--- src/rtl/seq_prog_det_if.sv ---
// Bus bundle for the programmable sequence detector: pattern/length config,
// valid-qualified symbol input, match pulse and match counter.
interface seq_prog_det_if #(
   parameter int DATA_WIDTH = 8,
   parameter int MAX_LEN    = 8,
   parameter int CNT_WIDTH  = 8
);
   localparam int IDX_W = $clog2(MAX_LEN);
   localparam int LEN_W = $clog2(MAX_LEN + 1);

   logic                  cfg_sym_we;
   logic [IDX_W-1:0]      cfg_idx;
   logic [DATA_WIDTH-1:0] cfg_symbol;
   logic                  cfg_len_we;
   logic [LEN_W-1:0]      cfg_len;
   logic                  overlap;
   logic                  in_valid;
   logic [DATA_WIDTH-1:0] in_symbol;
   logic                  match;
   logic [CNT_WIDTH-1:0]  match_count;
   logic                  cnt_clear;

   modport master (
      output cfg_sym_we, cfg_idx, cfg_symbol, cfg_len_we, cfg_len,
      output overlap, in_valid, in_symbol, cnt_clear,
      input  match, match_count
   );

   modport slave (
      input  cfg_sym_we, cfg_idx, cfg_symbol, cfg_len_we, cfg_len,
      input  overlap, in_valid, in_symbol, cnt_clear,
      output match, match_count
   );
endinterface

--- src/rtl/seq_prog_det.sv ---
// Run-time programmable sequence detector (reset pattern "12131", length 5).
// Optional saturating match counter enabled by defining SEQ_MATCH_COUNT_EN.
module seq_prog_det_cfg #(
   parameter int DATA_WIDTH = 8,
   parameter int MAX_LEN    = 8,
   localparam int IDX_W     = $clog2(MAX_LEN),
   localparam int LEN_W     = $clog2(MAX_LEN + 1)
) (
   input  logic                  clk,
   input  logic                  reset_n,
   input  logic                  sym_we,
   input  logic [IDX_W-1:0]      idx,
   input  logic [DATA_WIDTH-1:0] symbol,
   input  logic                  len_we,
   input  logic [LEN_W-1:0]      len_in,
   output logic [DATA_WIDTH-1:0] pattern [MAX_LEN],
   output logic [LEN_W-1:0]      len,
   output logic                  flush
);
   logic sym_ok;
   logic len_ok;

   function automatic logic [DATA_WIDTH-1:0] reset_sym(input int i);
      case (i)
         0, 2, 4: return DATA_WIDTH'(8'h31);
         1:       return DATA_WIDTH'(8'h32);
         3:       return DATA_WIDTH'(8'h33);
         default: return '0;
      endcase
   endfunction

   assign sym_ok = sym_we && (int'(idx) < MAX_LEN);
   assign len_ok = len_we && (len_in != '0) && (int'(len_in) <= MAX_LEN);
   // only writes that actually land restart the symbol window
   assign flush  = sym_ok || len_ok;

   always_ff @(posedge clk or negedge reset_n) begin
      if (!reset_n) begin
         for (int i = 0; i < MAX_LEN; i++) pattern[i] <= reset_sym(i);
         len <= LEN_W'(5);
      end else begin
         for (int i = 0; i < MAX_LEN; i++)
            if (sym_ok && idx == IDX_W'(i)) pattern[i] <= symbol;
         if (len_ok) len <= len_in;
      end
   end
endmodule

module seq_prog_det #(
   parameter int DATA_WIDTH = 8,
   parameter int MAX_LEN    = 8,
   parameter int CNT_WIDTH  = 8
) (
   input logic           clk,
   input logic           reset_n,
   seq_prog_det_if.slave bus
);
   localparam int IDX_W = $clog2(MAX_LEN);
   localparam int LEN_W = $clog2(MAX_LEN + 1);

   logic [DATA_WIDTH-1:0] pattern [MAX_LEN];
   logic [LEN_W-1:0]      len;
   logic                  flush;
   logic [DATA_WIDTH-1:0] hist [MAX_LEN-1];
   logic [DATA_WIDTH-1:0] cand [MAX_LEN];
   logic [LEN_W-1:0]      fill;
   logic [LEN_W:0]        fill_p1;
   logic                  accept;
   logic                  hit;
   logic                  match_set;
   logic                  match_q;

   seq_prog_det_cfg #(.DATA_WIDTH(DATA_WIDTH), .MAX_LEN(MAX_LEN)) u_cfg (
      .clk     (clk),
      .reset_n (reset_n),
      .sym_we  (bus.cfg_sym_we),
      .idx     (bus.cfg_idx),
      .symbol  (bus.cfg_symbol),
      .len_we  (bus.cfg_len_we),
      .len_in  (bus.cfg_len),
      .pattern (pattern),
      .len     (len),
      .flush   (flush)
   );

   assign accept    = bus.in_valid && !flush;
   assign fill_p1   = {1'b0, fill} + (LEN_W + 1)'(1);
   assign match_set = accept && hit;

   // cand[0] is the incoming symbol, cand[k] the k-th older accepted one
   always_comb begin
      cand[0] = bus.in_symbol;
      for (int k = 1; k < MAX_LEN; k++) cand[k] = hist[k-1];
   end

   always_comb begin
      hit = (fill_p1 >= {1'b0, len});
      for (int k = 0; k < MAX_LEN; k++)
         if (k < int'(len) && cand[k] != pattern[IDX_W'(int'(len) - 1 - k)]) hit = 1'b0;
   end

   always_ff @(posedge clk or negedge reset_n) begin
      if (!reset_n) begin
         for (int k = 0; k < MAX_LEN - 1; k++) hist[k] <= '0;
         fill    <= '0;
         match_q <= 1'b0;
      end else begin
         match_q <= match_set;
         if (flush) begin
            fill <= '0;
         end else if (accept) begin
            hist[0] <= bus.in_symbol;
            for (int k = 1; k < MAX_LEN - 1; k++) hist[k] <= hist[k-1];
            if (hit && !bus.overlap)        fill <= '0;
            else if (int'(fill) < MAX_LEN)  fill <= fill + LEN_W'(1);
         end
      end
   end

   assign bus.match = match_q;

`ifdef SEQ_MATCH_COUNT_EN
   logic [CNT_WIDTH-1:0] count;

   always_ff @(posedge clk or negedge reset_n) begin
      if (!reset_n)
         count <= '0;
      else if (bus.cnt_clear)
         count <= match_set ? CNT_WIDTH'(1) : '0;
      else if (match_set && count != '1)
         count <= count + CNT_WIDTH'(1);
   end

   assign bus.match_count = count;
`else
   logic unused_cnt_clear;
   assign unused_cnt_clear = bus.cnt_clear;
   assign bus.match_count  = '0;
`endif
endmodule

--- src/flat_wrapper.sv ---
// flat-port wrapper written by rule: the top's interface ports become plain ports
module seq_prog_det_flat 
#(
   parameter int DATA_WIDTH = 8,
   parameter int MAX_LEN    = 8,
   parameter int CNT_WIDTH  = 8
)
  (clk, reset_n, bus_cfg_sym_we, bus_cfg_idx, bus_cfg_symbol, bus_cfg_len_we, bus_cfg_len, bus_overlap, bus_in_valid, bus_in_symbol, bus_cnt_clear, bus_match, bus_match_count);
  seq_prog_det_if #(.DATA_WIDTH(DATA_WIDTH), .MAX_LEN(MAX_LEN), .CNT_WIDTH(CNT_WIDTH)) bus_i ();
  input logic clk;
  input logic reset_n;
  input wire logic [$bits(bus_i.cfg_sym_we)-1:0] bus_cfg_sym_we;
  input wire logic [$bits(bus_i.cfg_idx)-1:0] bus_cfg_idx;
  input wire logic [$bits(bus_i.cfg_symbol)-1:0] bus_cfg_symbol;
  input wire logic [$bits(bus_i.cfg_len_we)-1:0] bus_cfg_len_we;
  input wire logic [$bits(bus_i.cfg_len)-1:0] bus_cfg_len;
  input wire logic [$bits(bus_i.overlap)-1:0] bus_overlap;
  input wire logic [$bits(bus_i.in_valid)-1:0] bus_in_valid;
  input wire logic [$bits(bus_i.in_symbol)-1:0] bus_in_symbol;
  input wire logic [$bits(bus_i.cnt_clear)-1:0] bus_cnt_clear;
  output wire logic [$bits(bus_i.match)-1:0] bus_match;
  output wire logic [$bits(bus_i.match_count)-1:0] bus_match_count;
  assign bus_i.cfg_sym_we = bus_cfg_sym_we;
  assign bus_i.cfg_idx = bus_cfg_idx;
  assign bus_i.cfg_symbol = bus_cfg_symbol;
  assign bus_i.cfg_len_we = bus_cfg_len_we;
  assign bus_i.cfg_len = bus_cfg_len;
  assign bus_i.overlap = bus_overlap;
  assign bus_i.in_valid = bus_in_valid;
  assign bus_i.in_symbol = bus_in_symbol;
  assign bus_i.cnt_clear = bus_cnt_clear;
  assign bus_match = bus_i.match;
  assign bus_match_count = bus_i.match_count;
  seq_prog_det #(.DATA_WIDTH(DATA_WIDTH), .MAX_LEN(MAX_LEN), .CNT_WIDTH(CNT_WIDTH)) u_core (.clk(clk), .reset_n(reset_n), .bus(bus_i));
endmodule
--- config.mk ---
export PLATFORM = sky130hd
export DESIGN_NAME = seq_prog_det_flat
export DESIGN_NICKNAME = d
export VERILOG_FILES = /design/src/rtl/seq_prog_det_if.sv /design/src/rtl/seq_prog_det.sv /design/src/flat_wrapper.sv
export SDC_FILE = /design/constraint.sdc
export NUM_CORES = 1
export LEC_CHECK = 0
export BUFFER_PORTS_ARGS = -buffer_cell sky130_fd_sc_hd__clkbuf_2
export CAP_MARGIN = 25
export CORE_AREA = 4 4 153 155
export CTS_CLUSTER_SIZE = 8
export DETAILED_ROUTE_END_ITERATION = 7
export DIE_AREA = 0 0 157 159
export PLACE_DENSITY_LB_ADDON = 0.12
export SLEW_MARGIN = 0
export SYNTH_ARGS = -nofsm -noshare
export SYNTH_HDL_FRONTEND = slang
export SYNTH_SLANG_ARGS = --single-unit
--- constraint.sdc ---
create_clock -name clk -period 7.9 [get_ports clk]
set_input_delay 1.58 -clock clk [delete_from_list [all_inputs] [get_ports clk]]
set_output_delay 1.58 -clock clk [all_outputs]
set_load 0.05 [all_outputs]
==> results of run 1 <==
==> metal layers <==
layer  track usage  up-vias  routed length [um]
li1              -     2398                   -
met1         0.262     2839                9720
met2         0.258      126                9960
met3        0.0304       12                1070
met4        0.0462        0                 190
met5             0        -                   0
==> cells in the mapped netlist, drive strengths merged, types with 2 or more instances <==
library cell	count
xor2	32
nand2b	4
ha	8
nor3b	2
a21o	3
mux2i	58
nor4	8
dfstp	18
nand4	12
o21ai	4
dfrtp	111
mux4	80
mux2	123
nor3	5
clkbuf	13
a31oi	3
nor2	8
xnor2	50
nand4b	3
buf	30
inv	7
nand2	11
a21oi	8
==> through the flow <==
stage | power, mW | worst slack [ns]
2_1_floorplan | 2.39 | 3.67
3_3_place_gp | 2.76 | 2.60
3_5_place_dp | 2.81 | 2.49
4_1_cts | 3.60 | 2.48
5_1_grt | 3.77 | 2.11
6_report | 3.56 | 2.57
==> worst max-delay path, cell delays in order (launching register included) <==
cell and delay [ns]:
dfstp_4 1.18, inv_2 0.35, ha_4 0.74, buf_4 0.67
mux4_2 0.58, mux2i_1 0.32, xor2_1 0.22, nand4_2 0.13
nor4_2 0.27, a31oi_1 0.18, nor3_2 0.31, a21o_1 0.12
a21oi_1 0.06
==> logic make-up (layout without fill, tap and decap cells) <==
family                     after synthesis  after routing
buffers and inverters                   50             76
other                                    1              8
DFF                                    129            129
xor gates and xnor gates                83             83
and+or+nand+nor                         58             58
adders and majority gates                8              8
muxes                                  261            261
AOI/OAI and AO/OA                       27             27
==> power by group <==
part	switching, mW	internal [mW]	leakage (nW)
sequential	0.282	0.876	1.54
combinational	0.750	0.873	2.05
clock	0.301	0.479	0.273
==> sequential cells by signal, indices dropped and copies added, names as in the netlist <==
name	flops
u_core.u_cfg.pattern	64
u_core.u_cfg.len	4
u_core.bus.match	1
u_core.fill	4
u_core.cand	56
==> area by class of cell <==
cell class	count	area [um2]
timing repair buffer	37	228
sequential	129	3250
fill	1984	12100
clock inverter	13	138
multi-input combinational	445	5230
inverter	7	26.3
tap	280	350
clock buffer	19	453
==> worst max path at each step <==
stage,start,to,slack [ns],cells after the start
after detailed placement,u_core.u_cfg.len[0],u_core.fill[2],2.49,12
after global routing,u_core.u_cfg.len[0],u_core.fill[1],2.11,12
after floorplan,u_core.u_cfg.len[0],u_core.fill[0],3.67,16
after CTS,u_core.u_cfg.len[0],u_core.fill[2],2.48,12
final,u_core.u_cfg.len[0],u_core.fill[2],2.57,12
after global placement,u_core.u_cfg.len[0],u_core.fill[0],2.60,12
==> reports/summary.txt, run 1 <==
post-synthesis cell type count: 53
final hold vios: 0
Area contributors post-synth: dfrtp_1 32%, mux4_2 20%, mux2_2 16%
input/output buffers: 29
nets: 675
worst path arrival time: 5.63 ns
async set-reset flop share out of synthesis: 1.00
TritonCTS clock tree: yes
Total Wirelength: 20900 um
Main synth FF type: dfrtp_1
WHS: 0.532 ns
Finished Layout Cells: 930
min-delay src: u_core.cand[4]
Chip Height: 159 um
Hold Crit Class: reg -> reg
first-pass GRT wire length: 32900 um
Ant. Diodes: 0
most frequent cells in the layout: 123 x mux2_2, 111 x dfrtp_1, 78 x mux4_2
Worst Hold End: u_core.cand[4]
core box area: 21800 um2
EDFF count, synth: 0
Power Density: 368 nW/um2
Clk Latency, worst-skew pair: 0.42 ns
fin crit share: 0.675
Slew headroom: 0.334
DP HPWL: 15800 um
VDD IR max: 0.158 mV
drt first pass iters: 4
most common cell after layout, fill and taps aside: mux2_2
drt initial violations: 401
Final setup viols: 0
Max Freq: 0.187 GHz
clk slew on worst S/H paths: 0.06 ns
die area: 25000 um2
Initial Utilization: 0.401
CP max FO: 65
RD Place Congestion: 0.848
root buf cell: clkbuf_16
Adder-Cell Fraction of Synth Area: 0.0114
crit end category: flip-flop
Crit Path Class: reg -> reg
Cells after DPL: 897
sequential-to-total area share from yosys stat: 0.371
R2R cell count: 12
Synth Area in XOR/XNOR: 0.0885
dpl cell area: 9060 um2
Worst-Margin Slew: 0.999 ns
Min Clock Period, post-route: 5.33 ns
Area Overhead vs Synth: 10.6%
GRT Overall Usage: 0.173
RSZ-0062 raised after global routing: false
Post-Syn Area: 8750 um2
r2r endpoint: u_core.fill[2]
Hold Crit Depth: 1
Yosys top cell by area: dfrtp_1
number of max-cap violations: 0
Residual DRC: 0
vias in the first global route: 5317
TritonCTS buffer count: 17
startpoint types: flip-flop
Design Area, Final: 9680 um2
Synth Area in Simple Gates: 0.0402
Worst Skew: 0.00724 ns
detailed-route wire length per cell: 22.5 um
reg2reg start: u_core.u_cfg.len[0]
fin util: 0.444
Die Wd: 157 um
post-synth top area share: 0.317
R2R Setup Slk: 2.57 ns
detailed-route via count: 5375
post-synthesis compound-gate area fraction: 0.0202
number of I/O pins: 39
largest family of logic cells by synthesized area: multiplexers
largest net degree at the start of global routing: 73
clock buffer depth: 2
vias per cell: 5.78
CTS Hold Buffers Added: 0
setup bufs post-CTS: 0
GRT overflow: 0
Antenna Nets Post-Route: 0
standard-cell row count: 54
H-tree level count: 4
mux share of post-synthesis cell area: 0.431
FF+latch count, synth: 129
yosys warns: 0
Setup TNS Final: 0 ns
CTS resizes: 0
initial antenna violation count: 0
clock sink count: 129
Avg Cell Area, Syn: 14.2 um2
CP Data Required Time: 8.19 ns
Slew Viols, Final: 0
share of cells above drive strength 1: 0.466
status: finished clean
LEAKAGE: 3.86 nW
Synth Instances: 617
No activity file was read; power rests on OpenSTA's default activity.
==> inputs of run 2 (changes only) <==
Clock period 7.9 ns to 5 ns, I/O delays scaled along.
==> run 2 against run 1 <==
Net effect:
- count of clock-buffer cells in the layout grew 1
- critical path type unchanged
- sequential share of layout area is 0.37 points lower
- largest cell class unchanged
- die area unchanged
- critical endpoint is now u_core.fill[1]
- final cell count grew 0.97%
- via count up 0.37%
==> reports/summary.txt, run 2 (synthesized netlist as in run 1, its figures left out) <==
status: finished clean
startpoint types: flip-flop
WHS: 0.531 ns (-0.000645 ns)
Max Freq: 0.239 GHz (+27%)
Total Wirelength: 21100 um (+0.71%)
Net Sw Frac: 0.368 (-0.00643)
initial antenna violation count: 1 (+1)
worst path arrival time: 4.47 ns (-1.16 ns)
CP Cell Sequence: inv_2, ha_4, buf_4, mux4_2, xor2_1, a2111oi_0, o2111ai_1, o32ai_1, a31oi_1, nor3_2, a21o_1, a21oi_1
TritonCTS clock tree: yes
number of I/O pins: 39 (unchanged)
GRT Overall Usage: 0.174 (about the same)
clock buffer depth: 2 (unchanged)
detailed-route wire length per cell: 22.5 um (-0.25%)
root buf cell: clkbuf_16
Top delay family on crit path: compound AO/OA/AOI/OAI gates
final hold vios: 0 (unchanged)
VDD IR max: 0.243 mV (+54%)
Comb power frac: 0.459 (+0.003)
vias per cell: 5.75 (-0.59%)
number of max-cap violations: 0 (unchanged)
max FFs per register: 64 (unchanged)
clk slew on worst S/H paths: 0.06 ns (about the same)
detailed-route via count: 5395 (+0.37%)
clock power share: 0.228 (+0.009)
Reg with most FFs: u_core.u_cfg.pattern
RD Place Congestion: 0.874 (+3.2%)
# fillers: 1948 (-1.8%)
CP Data Required Time: 5.29 ns (-2.90 ns)
clock sink count: 129 (unchanged)
Internal: 3.61 mW (+62%)
reg2reg start: u_core.u_cfg.len[0]
Antenna Nets Post-Route: 0 (unchanged)
Slowest cell on crit path: dfstp_4
Ant. Diodes: 0 (unchanged)
CTS Hold Buffers Added: 0 (unchanged)
Crit. Startpoint: u_core.u_cfg.len[0]
Residual DRC: 0 (unchanged)
fin crit share: 0.837 (+0.162)
CP max FO: 21 (-68%)
TritonCTS buffer count: 17 (unchanged)
setup bufs post-CTS: 0 (unchanged)
drt initial violations: 331 (-17%)
Crit Path Class: reg -> reg
most frequent cells in the layout: 123 x mux2_2, 111 x dfrtp_1, 78 x mux4_2
RSZ-0062 raised after global routing: false
Hold Crit Class: in -> async
GRT overflow: 0 (unchanged)
die area: 25000 um2 (unchanged)
nets: 684 (+1.3%)
DP HPWL: 16000 um (+1.1%)
H-tree level count: 4 (unchanged)
r2r endpoint: u_core.fill[1]
Chip Height: 159 um (unchanged)
P_sw: 2.10 mW (+58%)
sequential share of power: 0.313 (-0.012)
crit end category: flip-flop
R2R cell count: 12 (unchanged)
Final setup viols: 0 (unchanged)
CTS resizes: 0 (unchanged)
largest net degree at the start of global routing: 83 (+14%)
Min Clock Period, post-route: 4.19 ns (-1.15 ns)
Die Wd: 157 um (unchanged)
R2R Setup Slk: 0.81 ns (-1.75 ns)
most common cell after layout, fill and taps aside: mux2_2
Buf/Inv on CP: 2 (unchanged)
Slew headroom: 0.506 (+0.171)
Power Density: 583 nW/um2 (+59%)
Clk Latency, worst-skew pair: 0.41 ns (about the same)
core box area: 21800 um2 (unchanged)
drt first pass iters: 6 (+2)
Worst-Margin Slew: 0.742 ns (-0.257 ns)
Initial Utilization: 0.401 (unchanged)
Worst Skew: 0.00679 ns (-0.000449 ns)
first-pass GRT wire length: 32900 um (about the same)
Setup TNS Final: 0 ns (unchanged)
Area Overhead vs Synth: 11.8%
share of cells above drive strength 1: 0.472 (+0.00577)
CP max stage delay: 0.61 ns (-0.57 ns)
Slew Viols, Final: 0 (unchanged)
standard-cell row count: 54 (unchanged)
input/output buffers: 29 (unchanged)
vias in the first global route: 5482 (+3.1%)
LEAKAGE: 3.93 nW (+1.8%)
[run 2: cell types whose count changed in the layout (fill, tap and decap cells not counted), sizes merged]
cell / change
clkinvlp: -2
bufinv: +1
clkinv: -1
inv: +1
buf: +9
clkbuf: +1
[run 2: per-stage QoR]
stage	cell area (um2)	instances	utilization	total power, mW	setup slack [ns]
after global placement	9140	906	0.419	4.37	0.921
after CTS	9760	938	0.447	5.77	0.855
after floorplan	8780	624	-	3.78	0.774
after detailed placement	9140	906	0.419	4.45	0.872
final	9790	939	0.449	5.71	0.815
after global routing	9790	939	0.449	6.05	0.606
[run 2: power by group through the flow]
stage                     clock, mW  sequential, mW  combinational [mW]
final                          1.30            1.79                2.62
after global routing           1.39            1.83                2.83
after CTS                      1.33            1.77                2.66
after detailed placement          0            1.79                2.66
after global placement            0            1.76                2.62
after floorplan                   0            1.64                2.15
[run 2: worst max-delay path by stage]
stage                     end  slack, ns  cells past startpoint
3_3_place_gp   u_core.fill[0]       0.92                     13
6_report       u_core.fill[1]       0.81                     12
5_1_grt        u_core.fill[0]       0.61                     13
3_5_place_dp   u_core.fill[2]       0.87                     13
2_1_floorplan  u_core.fill[0]       0.77                     16
4_1_cts        u_core.fill[1]       0.85                     13
[run 2: cell type report]
cell class / instances / area, um2 / area share
Tap cell: 280 / 350 / 0.0358
Timing Repair Buffer: 46 / 308 / 0.0314
Clock inverter: 12 / 156 / 0.0160
Inverter: 7 / 26.3 / 0.00268
Clock buffer: 20 / 467 / 0.0477
Sequential cell: 129 / 3250 / 0.332
Multi-Input combinational cell: 445 / 5230 / 0.534
[run 2: per-layer routing]
layer  vias up  GRT usage  wire (um)
met4         0     0.0517        328
li1       2421          -          -
met5         -          0          0
met2       143      0.258       9740
met1      2809      0.260      10100
met3        22     0.0304        969
==> inputs of run 3 (changes only) <==
Clock period 5 ns to 3.85 ns, I/O delays scaled along.
==> run 3 against run 2 <==
Net effect:
- clock skew is 0.0034 ns higher
- wire length increased by 1.3%
- clock power rose by 18%
- non-clock buffer count increased by 14
- worst hold slack lost 0.10 ns
- sequential share of layout area is 0.43 points lower
- largest power group unchanged
- global-route usage increased by 0.23 points
- worst setup slack lost 0.59 ns
==> reports/summary.txt, run 3 (synthesized netlist as in run 1, its figures left out) <==
status: finished clean
reg2reg start: u_core.u_cfg.len[0]
r2r endpoint: u_core.fill[1]
Min Clock Period, post-route: 3.62 ns (-0.561 ns)
number of max-cap violations: 0 (unchanged)
RD Place Congestion: 0.861 (-1.6%)
clock power share: 0.206 (-0.022)
root buf cell: clkbuf_16
vias per cell: 5.70 (-0.76%)
Initial Utilization: 0.401 (unchanged)
standard-cell row count: 54 (unchanged)
fin crit share: 0.941 (+0.104)
CP Data Required Time: 4.13 ns (-1.16 ns)
largest net degree at the start of global routing: 71 (-14%)
Clk Latency, worst-skew pair: 0.42 ns (about the same)
drt first pass iters: 4 (-2)
most frequent cells in the layout: 123 x mux2_2, 111 x dfrtp_1, 78 x mux4_2
Worst-Margin Slew: 0.810 ns (+0.0681 ns)
Area Overhead vs Synth: 13.3%
nets: 698 (+2.0%)
clk slew on worst S/H paths: 0.07 ns (about the same)
Ant. Diodes: 0 (unchanged)
sequential share of power: 0.311 (-0.002)
share of cells above drive strength 1: 0.486 (+0.0140)
clock sink count: 129 (unchanged)
Crit Path Class: reg -> reg
Power Density: 751 nW/um2 (+29%)
R2R cell count: 14 (+2)
Slew headroom: 0.460 (-0.0454)
R2R Setup Slk: 0.23 ns (-0.59 ns)
Worst Skew: 0.0102 ns (+0.00339 ns)
Max Freq: 0.276 GHz (+15%)
CTS Hold Buffers Added: 0 (unchanged)
DP HPWL: 16400 um (+2.5%)
Total Wirelength: 21400 um (+1.3%)
detailed-route via count: 5434 (+0.72%)
final hold vios: 0 (unchanged)
Place WS: 0.0430 ns (-0.829 ns)
most common cell after layout, fill and taps aside: mux2_2
max FFs per register: 64 (unchanged)
P_sw: 2.80 mW (+33%)
Setup TNS Final: 0 ns (unchanged)
RSZ-0062 raised after global routing: false
GRT Overall Usage: 0.176 (+0.00227)
core box area: 21800 um2 (unchanged)
first-pass GRT wire length: 33200 um (+1.1%)
crit end category: flip-flop
drt initial violations: 327 (-1.2%)
CP max FO: 12 (-43%)
TritonCTS clock tree: yes
Die Wd: 157 um (unchanged)
startpoint types: flip-flop
TritonCTS buffer count: 17 (unchanged)
number of I/O pins: 39 (unchanged)
Antenna Nets Post-Route: 0 (unchanged)
Chip Height: 159 um (unchanged)
Net Sw Frac: 0.377 (+0.00878)
initial antenna violation count: 1 (unchanged)
die area: 25000 um2 (unchanged)
vias in the first global route: 5546 (+1.2%)
# fillers: 1974 (+1.3%)
Final setup viols: 0 (unchanged)
detailed-route wire length per cell: 22.4 um (-0.17%)
Comb power frac: 0.482 (+0.023)
H-tree level count: 4 (unchanged)
clock buffer depth: 2 (unchanged)
Hold Crit Class: in -> async
Residual DRC: 0 (unchanged)
LEAKAGE: 3.99 nW (+1.5%)
Slew Viols, Final: 0 (unchanged)
worst path arrival time: 3.91 ns (-0.56 ns)
GRT overflow: 0 (unchanged)
Internal: 4.64 mW (+29%)
Reg with most FFs: u_core.u_cfg.pattern
input/output buffers: 29 (unchanged)
VDD IR max: 0.432 mV (+78%)
fin util: 0.454 (+0.00585)
setup ws final: 0.226 ns (-0.589 ns)
[run 3: cell types whose count changed in the layout (fill, tap and decap cells not counted), moves of 2 or more]
cell       change
mux2i_2        +2
inv_6          +3
mux2i_1        -2
clkbuf_8       -3
bufinv_16      -2
buf_4         +10
buf_12         +3
[run 3: worst max path at each step]
stage	from	to	slack (ns)
2_1_floorplan	u_core.u_cfg.len[0]	u_core.fill[0]	0.002
3_3_place_gp	u_core.u_cfg.len[0]	u_core.fill[2]	0.11
3_5_place_dp	u_core.u_cfg.len[0]	u_core.fill[1]	0.04
4_1_cts	u_core.u_cfg.len[0]	u_core.fill[1]	0.03
5_1_grt	u_core.u_cfg.len[0]	u_core.fill[1]	0.04
6_report	u_core.u_cfg.len[0]	u_core.fill[1]	0.23
[run 3: worst max-delay path, cell delays in order, from the launching register on]
cell       delay, ns
dfstp_4         0.64
inv_2           0.06
ha_4            0.39
buf_12          0.15
mux4_2          0.33
mux2i_1         0.19
xnor2_1         0.11
a2111oi_1       0.34
o2111ai_1       0.24
o32ai_2         0.35
a31oi_1         0.20
nor3_2          0.20
buf_4           0.15
a21o_1          0.09
a21oi_1         0.06
[run 3: per-layer routing]
| metal | wire [um] | GRT usage |
|---|---|---|
| met2 | 10100 | 0.267 |
| met5 | 0 | 0 |
| met1 | 10300 | 0.264 |
| met3 | 689 | 0.0277 |
| met4 | 293 | 0.0442 |
[run 3: metrics by stage]
| stage | std cells | hold WS, ns | power [mW] | instance area (um2) |
|---|---|---|---|---|
| finish | 953 | 0.429 | 7.44 | 9920 |
| global route | 953 | 0.486 | 7.87 | 9920 |
| CTS | 946 | 0.458 | 7.45 | 9820 |
| detailed placement | 914 | 0.516 | 5.89 | 9260 |
| global placement | 914 | 0.512 | 5.78 | 9260 |
| floorplan | 624 | 0.474 | 4.94 | 8820 |
[run 3: power by group through the flow]
stage / Combinational (mW) / Sequential, mW / Clock, mW
after global routing: 3.86 / 2.38 / 1.63
after floorplan: 2.81 / 2.12 / 0
after detailed placement: 3.56 / 2.32 / 0
after global placement: 3.50 / 2.28 / 0
final: 3.59 / 2.31 / 1.54
after CTS: 3.57 / 2.30 / 1.58
[run 3: cell type report]
cell class                 count  area [um2]  area share
multi-input combinational    445        5260       0.530
sequential                   129        3250       0.328
timing repair buffer          60         470      0.0474
clock buffer                  18         429      0.0433
tap                          280         350      0.0353
clock inverter                14         131      0.0132
inverter                       7        26.3     0.00265
[run 3: what timing repair did]
item	in CTS	in global routing
hold endpoints to repair	0	0
endpoints found under the setup margin	0	4
buffers inserted	0	7
resized for setup	0	6
